## src/rtl/sparse_operand_aligner_pkg.sv

```systemverilog
// sparse_operand_aligner shared definitions
// default geometry, derived widths, FSM encoding, popcount helper
package sparse_aligner_pkg;

  localparam int DEF_TRANSFER_SIZE = 4;
  localparam int DEF_CLUSTER_BITWIDTH = 8;
  localparam int DEF_COMPRESSION_WINDOW_SIZE = 32;

  localparam int COUNT_BITWIDTH =
    $clog2(DEF_TRANSFER_SIZE);
  localparam int WINDOW_INDEX_BITWIDTH =
    $clog2(DEF_COMPRESSION_WINDOW_SIZE) + 1;
  localparam int BEAT_BITWIDTH =
    DEF_TRANSFER_SIZE * DEF_CLUSTER_BITWIDTH;

  // widest mask the popcount helper accepts
  localparam int MAX_MASK_BITWIDTH = 1024;
  localparam int POP_BITWIDTH =
    $clog2(MAX_MASK_BITWIDTH) + 1;

  typedef logic [1:0] state_t;

  localparam state_t IDLE   = 2'd0;
  localparam state_t STREAM = 2'd1;
  localparam state_t FLUSH  = 2'd2;

  function automatic logic [POP_BITWIDTH-1:0] popcount(
    input logic [MAX_MASK_BITWIDTH-1:0] v
  );
    logic [POP_BITWIDTH-1:0] n;
    n = '0;
    for (int i = 0; i < MAX_MASK_BITWIDTH; i++) begin
      n = n + POP_BITWIDTH'(v[i]);
    end
    return n;
  endfunction

endpackage

```

## src/rtl/sparse_operand_aligner_if.sv

```systemverilog
// sparse_operand_aligner handshake bundle
// header, compressed block and dense beat channels
interface sparse_operand_aligner_if
  import sparse_aligner_pkg::*;
#(
  parameter int TRANSFER_SIZE = DEF_TRANSFER_SIZE,
  parameter int CLUSTER_BITWIDTH = DEF_CLUSTER_BITWIDTH,
  parameter int COMPRESSION_WINDOW_SIZE =
    DEF_COMPRESSION_WINDOW_SIZE
);

  localparam int BW = TRANSFER_SIZE * CLUSTER_BITWIDTH;

  logic [COMPRESSION_WINDOW_SIZE-1:0] hdrBitmask;
  logic [COMPRESSION_WINDOW_SIZE-1:0] hdrMutualBitmask;
  logic                               hdrValid;
  logic                               hdrReady;
  logic [BW-1:0]                      inData;
  logic                               inValid;
  logic                               inReady;
  logic [BW-1:0]                      outOperands;
  logic [TRANSFER_SIZE-1:0]           outLaneMask;
  logic                               outLast;
  logic                               outValid;
  logic                               outReady;

  modport master (
    output hdrBitmask, hdrMutualBitmask, hdrValid,
    output inData, inValid, outReady,
    input  hdrReady, inReady,
    input  outOperands, outLaneMask, outLast, outValid
  );

  modport slave (
    input  hdrBitmask, hdrMutualBitmask, hdrValid,
    input  inData, inValid, outReady,
    output hdrReady, inReady,
    output outOperands, outLaneMask, outLast, outValid
  );

endinterface

```

## src/rtl/sparse_operand_aligner_block.sv

```systemverilog
// sparse_block_selector: maps one compressed block onto
// bitmask positions and compacts the mutual survivors
module sparse_block_selector
  import sparse_aligner_pkg::*;
#(
  parameter int TRANSFER_SIZE = DEF_TRANSFER_SIZE,
  parameter int CLUSTER_BITWIDTH = DEF_CLUSTER_BITWIDTH,
  parameter int COMPRESSION_WINDOW_SIZE =
    DEF_COMPRESSION_WINDOW_SIZE,
  localparam int TS = TRANSFER_SIZE,
  localparam int CB = CLUSTER_BITWIDTH,
  localparam int CWS = COMPRESSION_WINDOW_SIZE,
  localparam int BW = TS * CB,
  localparam int KC_W = $clog2(TS) + 1,
  localparam int PTR_W = $clog2(CWS) + 1
) (
  input  logic [CWS-1:0]   bitmask,
  input  logic [CWS-1:0]   mutual,
  input  logic [PTR_W-1:0] ptr,
  input  logic [BW-1:0]    block,
  output logic [BW-1:0]    kept,
  output logic [KC_W-1:0]  kept_cnt,
  output logic [PTR_W-1:0] ptr_nxt
);

  always_comb begin
    int idx;
    int cnt;
    idx = 0;
    cnt = 0;
    kept = '0;
    ptr_nxt = ptr;
    for (int p = 0; p < CWS; p++) begin
      if (p >= int'(ptr) && bitmask[p] && idx < TS) begin
        if (mutual[p]) begin
          kept[cnt*CB +: CB] = block[idx*CB +: CB];
          cnt = cnt + 1;
        end
        idx = idx + 1;
        ptr_nxt = PTR_W'(p + 1);
      end
    end
    kept_cnt = KC_W'(cnt);
  end

endmodule

```

## src/rtl/sparse_operand_aligner.sv

```systemverilog
// sparse_operand_aligner: window FSM, leftover buffer
// and registered dense beat output
module sparse_operand_aligner
  import sparse_aligner_pkg::*;
#(
  parameter int TRANSFER_SIZE = DEF_TRANSFER_SIZE,
  parameter int CLUSTER_BITWIDTH = DEF_CLUSTER_BITWIDTH,
  parameter int COMPRESSION_WINDOW_SIZE =
    DEF_COMPRESSION_WINDOW_SIZE
) (
  input  logic clock,
  input  logic resetn,
  sparse_operand_aligner_if.slave bus,
  output logic busy
);

  localparam int TS = TRANSFER_SIZE;
  localparam int CB = CLUSTER_BITWIDTH;
  localparam int CWS = COMPRESSION_WINDOW_SIZE;
  localparam int BW = TS * CB;
  localparam int CNT_W = $clog2(TS);
  localparam int KC_W = CNT_W + 1;
  localparam int PTR_W = $clog2(CWS) + 1;

  state_t             state_q, state_d;
  logic               rdy_q, rdy_d;
  logic [CWS-1:0]     mask_q, mask_d;
  logic [CWS-1:0]     mut_q, mut_d;
  logic [PTR_W-1:0]   ptr_q, ptr_d;
  logic [PTR_W-1:0]   win_idx_q, win_idx_d;
  logic [PTR_W-1:0]   blk_total_q, blk_total_d;
  logic [BW-1:0]      lo_q, lo_d;
  logic [CNT_W-1:0]   lo_cnt_q, lo_cnt_d;
  logic [BW-1:0]      out_data_q, out_data_d;
  logic [TS-1:0]      out_mask_q, out_mask_d;
  logic               out_last_q, out_last_d;
  logic               out_valid_q, out_valid_d;

  logic [BW-1:0]           kept;
  logic [KC_W-1:0]         kept_cnt;
  logic [KC_W-1:0]         total;
  logic [PTR_W-1:0]        ptr_nxt;
  logic [2*BW-1:0]         merged;
  logic [TS-1:0]           lo_lanes;
  logic [POP_BITWIDTH-1:0] hdr_pop;
  logic [PTR_W-1:0]        hdr_blocks;
  logic hdr_fire, in_fire, out_free;
  logic full, exact, last_blk;

  sparse_block_selector #(
    .TRANSFER_SIZE(TS),
    .CLUSTER_BITWIDTH(CB),
    .COMPRESSION_WINDOW_SIZE(CWS)
  ) u_sel (
    .bitmask(mask_q),
    .mutual(mut_q),
    .ptr(ptr_q),
    .block(bus.inData),
    .kept(kept),
    .kept_cnt(kept_cnt),
    .ptr_nxt(ptr_nxt)
  );

  assign out_free = !out_valid_q || bus.outReady;
  assign bus.hdrReady = (state_q == IDLE) && rdy_q;
  assign bus.inReady = (state_q == STREAM) && out_free;
  assign hdr_fire = bus.hdrValid && bus.hdrReady;
  assign in_fire = bus.inValid && bus.inReady;

  assign bus.outOperands = out_data_q;
  assign bus.outLaneMask = out_mask_q;
  assign bus.outLast = out_last_q;
  assign bus.outValid = out_valid_q;
  assign busy = (state_q != IDLE);

  assign hdr_pop =
    popcount(MAX_MASK_BITWIDTH'(bus.hdrBitmask));
  assign hdr_blocks = PTR_W'(
    (hdr_pop + POP_BITWIDTH'(TS - 1)) >> CNT_W);

  // survivors land directly above the leftovers
  assign merged = {{BW{1'b0}}, lo_q} |
    ({{BW{1'b0}}, kept} << (int'(lo_cnt_q) * CB));
  assign total = KC_W'(lo_cnt_q) + kept_cnt;
  assign full = total >= KC_W'(TS);
  assign exact = total == KC_W'(TS);
  assign last_blk =
    win_idx_q == (blk_total_q - PTR_W'(1));

  always_comb begin
    lo_lanes = '0;
    for (int i = 0; i < TS; i++) begin
      lo_lanes[i] = i < int'(lo_cnt_q);
    end
  end

  always_comb begin
    state_d = state_q;
    rdy_d = 1'b1;
    mask_d = mask_q;
    mut_d = mut_q;
    ptr_d = ptr_q;
    win_idx_d = win_idx_q;
    blk_total_d = blk_total_q;
    lo_d = lo_q;
    lo_cnt_d = lo_cnt_q;
    out_data_d = out_data_q;
    out_mask_d = out_mask_q;
    out_last_d = out_last_q;
    out_valid_d = out_valid_q && !bus.outReady;
    unique case (1'b1)
      (state_q == IDLE): begin
        if (hdr_fire) begin
          mask_d = bus.hdrBitmask;
          mut_d = bus.hdrMutualBitmask & bus.hdrBitmask;
          ptr_d = '0;
          win_idx_d = '0;
          blk_total_d = hdr_blocks;
          lo_d = '0;
          lo_cnt_d = '0;
          state_d = (hdr_pop == '0) ? FLUSH : STREAM;
        end
      end
      (state_q == STREAM): begin
        if (in_fire) begin
          ptr_d = ptr_nxt;
          win_idx_d = win_idx_q + PTR_W'(1);
          if (full) begin
            out_data_d = merged[BW-1:0];
            out_mask_d = '1;
            out_last_d = last_blk && exact;
            out_valid_d = 1'b1;
            lo_d = merged[2*BW-1:BW];
            lo_cnt_d = CNT_W'(total - KC_W'(TS));
          end else begin
            lo_d = merged[BW-1:0];
            lo_cnt_d = CNT_W'(total);
          end
          if (last_blk) begin
            state_d = (full && exact) ? IDLE : FLUSH;
          end
        end
      end
      (state_q == FLUSH): begin
        if (out_free) begin
          out_data_d = lo_q;
          out_mask_d = lo_lanes;
          out_last_d = 1'b1;
          out_valid_d = 1'b1;
          lo_d = '0;
          lo_cnt_d = '0;
          state_d = IDLE;
        end
      end
      default: state_d = IDLE;
    endcase
  end

  always_ff @(posedge clock or negedge resetn) begin
    if (!resetn) begin
      state_q <= IDLE;
      rdy_q <= 1'b0;
      mask_q <= '0;
      mut_q <= '0;
      ptr_q <= '0;
      win_idx_q <= '0;
      blk_total_q <= '0;
      lo_q <= '0;
      lo_cnt_q <= '0;
      out_data_q <= '0;
      out_mask_q <= '0;
      out_last_q <= 1'b0;
      out_valid_q <= 1'b0;
    end else begin
      state_q <= state_d;
      rdy_q <= rdy_d;
      mask_q <= mask_d;
      mut_q <= mut_d;
      ptr_q <= ptr_d;
      win_idx_q <= win_idx_d;
      blk_total_q <= blk_total_d;
      lo_q <= lo_d;
      lo_cnt_q <= lo_cnt_d;
      out_data_q <= out_data_d;
      out_mask_q <= out_mask_d;
      out_last_q <= out_last_d;
      out_valid_q <= out_valid_d;
    end
  end

endmodule

```

## src/flat_wrapper.sv

```systemverilog
// flat-port wrapper written by rule: the top's interface ports become plain ports
module sparse_operand_aligner_flat import sparse_aligner_pkg::*;
#(
  parameter int TRANSFER_SIZE = DEF_TRANSFER_SIZE,
  parameter int CLUSTER_BITWIDTH = DEF_CLUSTER_BITWIDTH,
  parameter int COMPRESSION_WINDOW_SIZE =
    DEF_COMPRESSION_WINDOW_SIZE
)
  (clock, resetn, busy, bus_hdrBitmask, bus_hdrMutualBitmask, bus_hdrValid, bus_inData, bus_inValid, bus_outReady, bus_hdrReady, bus_inReady, bus_outOperands, bus_outLaneMask, bus_outLast, bus_outValid);
  sparse_operand_aligner_if #(.TRANSFER_SIZE(TRANSFER_SIZE), .CLUSTER_BITWIDTH(CLUSTER_BITWIDTH), .COMPRESSION_WINDOW_SIZE(COMPRESSION_WINDOW_SIZE)) bus_i ();
  input  logic clock;
  input  logic resetn;
  output logic busy;
  input wire logic [$bits(bus_i.hdrBitmask)-1:0] bus_hdrBitmask;
  input wire logic [$bits(bus_i.hdrMutualBitmask)-1:0] bus_hdrMutualBitmask;
  input wire logic [$bits(bus_i.hdrValid)-1:0] bus_hdrValid;
  input wire logic [$bits(bus_i.inData)-1:0] bus_inData;
  input wire logic [$bits(bus_i.inValid)-1:0] bus_inValid;
  input wire logic [$bits(bus_i.outReady)-1:0] bus_outReady;
  output wire logic [$bits(bus_i.hdrReady)-1:0] bus_hdrReady;
  output wire logic [$bits(bus_i.inReady)-1:0] bus_inReady;
  output wire logic [$bits(bus_i.outOperands)-1:0] bus_outOperands;
  output wire logic [$bits(bus_i.outLaneMask)-1:0] bus_outLaneMask;
  output wire logic [$bits(bus_i.outLast)-1:0] bus_outLast;
  output wire logic [$bits(bus_i.outValid)-1:0] bus_outValid;
  assign bus_i.hdrBitmask = bus_hdrBitmask;
  assign bus_i.hdrMutualBitmask = bus_hdrMutualBitmask;
  assign bus_i.hdrValid = bus_hdrValid;
  assign bus_i.inData = bus_inData;
  assign bus_i.inValid = bus_inValid;
  assign bus_i.outReady = bus_outReady;
  assign bus_hdrReady = bus_i.hdrReady;
  assign bus_inReady = bus_i.inReady;
  assign bus_outOperands = bus_i.outOperands;
  assign bus_outLaneMask = bus_i.outLaneMask;
  assign bus_outLast = bus_i.outLast;
  assign bus_outValid = bus_i.outValid;
  sparse_operand_aligner #(.TRANSFER_SIZE(TRANSFER_SIZE), .CLUSTER_BITWIDTH(CLUSTER_BITWIDTH), .COMPRESSION_WINDOW_SIZE(COMPRESSION_WINDOW_SIZE)) u_core (.clock(clock), .resetn(resetn), .bus(bus_i), .busy(busy));
endmodule
```

## config.mk

```make
export PLATFORM = sky130hd
export DESIGN_NAME = sparse_operand_aligner_flat
export DESIGN_NICKNAME = d
export VERILOG_FILES = /design/src/rtl/sparse_operand_aligner_pkg.sv /design/src/rtl/sparse_operand_aligner_if.sv /design/src/rtl/sparse_operand_aligner_block.sv /design/src/rtl/sparse_operand_aligner.sv /design/src/flat_wrapper.sv
export SDC_FILE = /design/constraint.sdc
export NUM_CORES = 2
export LEC_CHECK = 0
export ABC_CLOCK_PERIOD_IN_PS = 33400
export CAP_MARGIN = 15
export CELL_PAD_IN_SITES_DETAIL_PLACEMENT = 0
export CELL_PAD_IN_SITES_GLOBAL_PLACEMENT = 1
export CORE_MARGIN = 5
export CORE_UTILIZATION = 48
export CTS_CLUSTER_SIZE = 25
export DETAILED_ROUTE_END_ITERATION = 6
export PLACE_DENSITY = 0.88
export SKIP_CTS_REPAIR_TIMING = 1
export SLEW_MARGIN = 20
export SYNTH_ARGS = -nofsm -noshare
export SYNTH_HDL_FRONTEND = slang
export SYNTH_HIERARCHICAL = 1
export SYNTH_SLANG_ARGS = --single-unit
export TNS_END_PERCENT = 1
```

## constraint.sdc

```tcl
create_clock -name clock -period 33.4 [get_ports clock]
set_clock_uncertainty 0.1 [all_clocks]
set_input_delay 5.01 -clock clock [delete_from_list [all_inputs] [get_ports clock]]
set_output_delay 5.01 -clock clock [all_outputs]
set_load 0.1 [all_outputs]
```

==> impl_metrics.yaml <==
clocking:
  clock-root-buffer: "clkbuf_16"
  cts.path.max_buffers: 2
  cts_buffers: 17
  cts_tree: "yes"
  path_clk_slew_ps: 70
  clk_latency_ps: 440
  cts_sinks: 156
  htree_num_levels: 4
run:
  cap_viol_max_count: 0
grt:
  antenna_found_initial: 2
  grt_max_degree: 96
  grt_usage: 0.3611
  grt_pass1_vias: 43830
  grt_pass1_wl_um: 271800
  overflow: 0
layout:
  fin_nets: 5880
  ff_latch_area_um2: 3904
  final_cell_mix: "nand2_1 (858), nor2_1 (575), a21oi_1 (395)"
  multi_input_area_um2: 36320
  finalInstanceArea_um2: 45080
  layout-drive-gt1-share: 0.1032
  antennaDiodeCount: 0
  fin_util: 0.5101
  mostFrequentLayoutCell: "nand2_1"
  area_growth_pct: 5.558
  fillers: 8670
critical_path:
  rr_startpoint: "u_core/ptr_q[5]"
  crit_arrival_ps: 31260
  crit_path_top_delay_cell: "dfrtp_1"
  r2r_setup_slack_ps: 2400
  path_max_fanout: 23
  critPathCaptureType: "flip-flop"
  crit_required_ps: 33650
  path_class: "flip-flop to flip-flop"
  cp-start-kind: "flip-flop"
  rr_worst_depth: 113
  max_stage_delay_ps: 680
  cp_common_cell: "ha_1"
  reg2reg_to: "u_core/bus.outOperands[25]"
sta:
  setup_ws_ps: 2399
  min_period_over_period: 0.9282
  finalSetupTns_ps: 0
  min_period_ps: 31000
  tightestPinTransition_ps: 1192
  slew-limit-headroom: 0.1990
  max_freq_mhz: 32.26
  drv_slew: 0
  setup_viol: 0
  rsz0062_at_grt: "no"
  hold_viol_final: 0
min_path:
  min_to: "u_core/mask_q[28]"
  whs_path_depth: 2
  hp-start: "u_core/mask_q[28]"
  min_path_type: "flip-flop to flip-flop"
placed_design:
  gp_congestion: 1.030
  hpwl_um: 139000
  io_buffers: 141
  dpl_worst_slack_ps: 1685
  place_area_um2: 44390
yosys:
  synth-simple-area-share: 0.2774
  synth_area_leaders: "dfrtp_1 (9.1%), nand2_1 (7.6%), mux4_1 (6.3%)"
  synth_compound_area_frac: 0.2519
  yosysSeqAreaShare: 0.09142
  synth-xor-area-share: 0.09329
  synth-edff-count: 0
  dominantRegCellSynth: "dfrtp_1"
  ys_ff_latch: 156
  synth_area_um2: 42700
  synth.distinct_cells: 140
  synthArstFlopShare: 1.000
  synth.avg_cell_area_um2: 7.388
  synth_top_cell_by_area: "dfrtp_1"
  synthCells: 5780
  synthAdderAreaFrac: 0.04706
  netlist.area_leader.share: 0.09142
  synth_warnings: 6
  synth_top_family_by_area: "simple AND/OR/NAND/NOR gates"
  muxShareOfSynthArea: 0.1755
routing:
  drc: 11
  drt_iter0_drc: 7667
  drt-vias-per-instance: 7.035
  detail-route-antenna-nets: 0
  post_drt_wl_per_cell_um: 26.70
  vias: 47930
  wirelength_um: 181900
  dr.pass1.iters: 7
floorplan:
  pin_count: 142
  dieArea_um2: 95030
  fp.dieW_um: 308.3
  row_count: 109
  die_h_um: 308.3
  core_um2: 88370
  start_util: 0.4832
run_status:
  violations: "design-rule violations"
  status: "finished with violations"
-- metrics by stage --
step                      hold WS, ps  cells
after global placement          356.4   6781
after detailed placement        363.1   6781
after global routing            397.1   6813
final                           378.8   6813
after floorplan                 341.6   5788
after CTS                       378.0   6813
-- state kept, by name, indices dropped and copies added (netlist names) --
register                count
u_core/blk_total_q          5
u_core/bus.outLaneMask      4
u_core/bus.outLast          1
u_core/bus.outOperands     32
u_core/bus.outValid         1
u_core/lo_cnt_q             2
u_core/lo_q                32
u_core/mask_q              32
u_core/mut_q               32
u_core/ptr_q                6
u_core/rdy_q                1
u_core/state_q              2
u_core/win_idx_q            6
-- worst max-delay path by stage --
| stage | from | slack (ps) | end | cells past startpoint |
|---|---|---|---|---|
| after floorplan | u_core/ptr_q[2] | 4550 | u_core/bus.outOperands[26] | 120 |
| after global placement | u_core/ptr_q[5] | 2860 | u_core/bus.outOperands[16] | 112 |
| final | u_core/ptr_q[5] | 2400 | u_core/bus.outOperands[25] | 113 |
| after global routing | u_core/ptr_q[2] | 170 | u_core/bus.outOperands[30] | 130 |
| after CTS | u_core/ptr_q[5] | 1560 | u_core/bus.outOperands[16] | 112 |
| after detailed placement | u_core/ptr_q[5] | 1690 | u_core/bus.outOperands[25] | 112 |
-- cell usage after synthesis, types with 35 or more instances --
cell and n:
a221oi_1 40, mux2i_1 175, a21oi_1 398, nor2b_1 43, or3_1 53, nand3_1 227
inv_1 210, a31oi_1 94, clkbuf_1 293, o21ai_0 361, nor4_1 47, nor3_1 160
nand2b_1 35, o31ai_1 39, buf_2 52, o211ai_1 95, mux2_2 83, o22ai_1 50
xor2_1 44, and3_1 85, mux4_2 70, mux4_1 103, nand4_1 80, or2_2 40
nor2_1 576, a211oi_1 89, dfrtp_1 156, ha_1 119, nand2_1 859, xnor2_1 175
and2_1 83
-- layout make-up --
type                            instances  area share
Clock buffer                           20     0.01035
Timing Repair Buffer                  225     0.04233
Multi-Input combinational cell       5003      0.8056
Inverter                              232     0.01965
Tap cell                             1165     0.03234
Sequential cell                       156     0.08660
Clock inverter                         12    0.003081
-- per-layer routing --
metal | up-vias | routed length, um | global-route usage
met5 | - | 0 | 0
met4 | 0 | 8263 | 0.1258
met3 | 569 | 23540 | 0.08789
met2 | 3416 | 74620 | 0.5290
met1 | 22600 | 75480 | 0.5196
li1 | 21340 | - | -
-- cell families (layout without fill, tap and decap cells) --
kind of cell,count (synthesis),in the layout
simple gates,2468,2468
compound gates,1616,1616
buf+inv,629,489
mux,452,452
xor+xnor,311,311
flops,156,156
fa+ha+maj,146,146
other cells,2,10
-- critical path, delay by kind of cell, from the launching register on --
family	cells	cell delay [ps]
and+or+nand+nor	40	9720
adders and majority gates	21	6490
xor gates and xnor gates	3	1190
DFF	1	680
buffers and inverters	16	3070
muxes	9	3240
AOI/OAI and AO/OA	24	6360
Power is left out: the tool's default activity adds up to more than one toggle a clock period on the data nets, which glitch-free logic cannot reach.
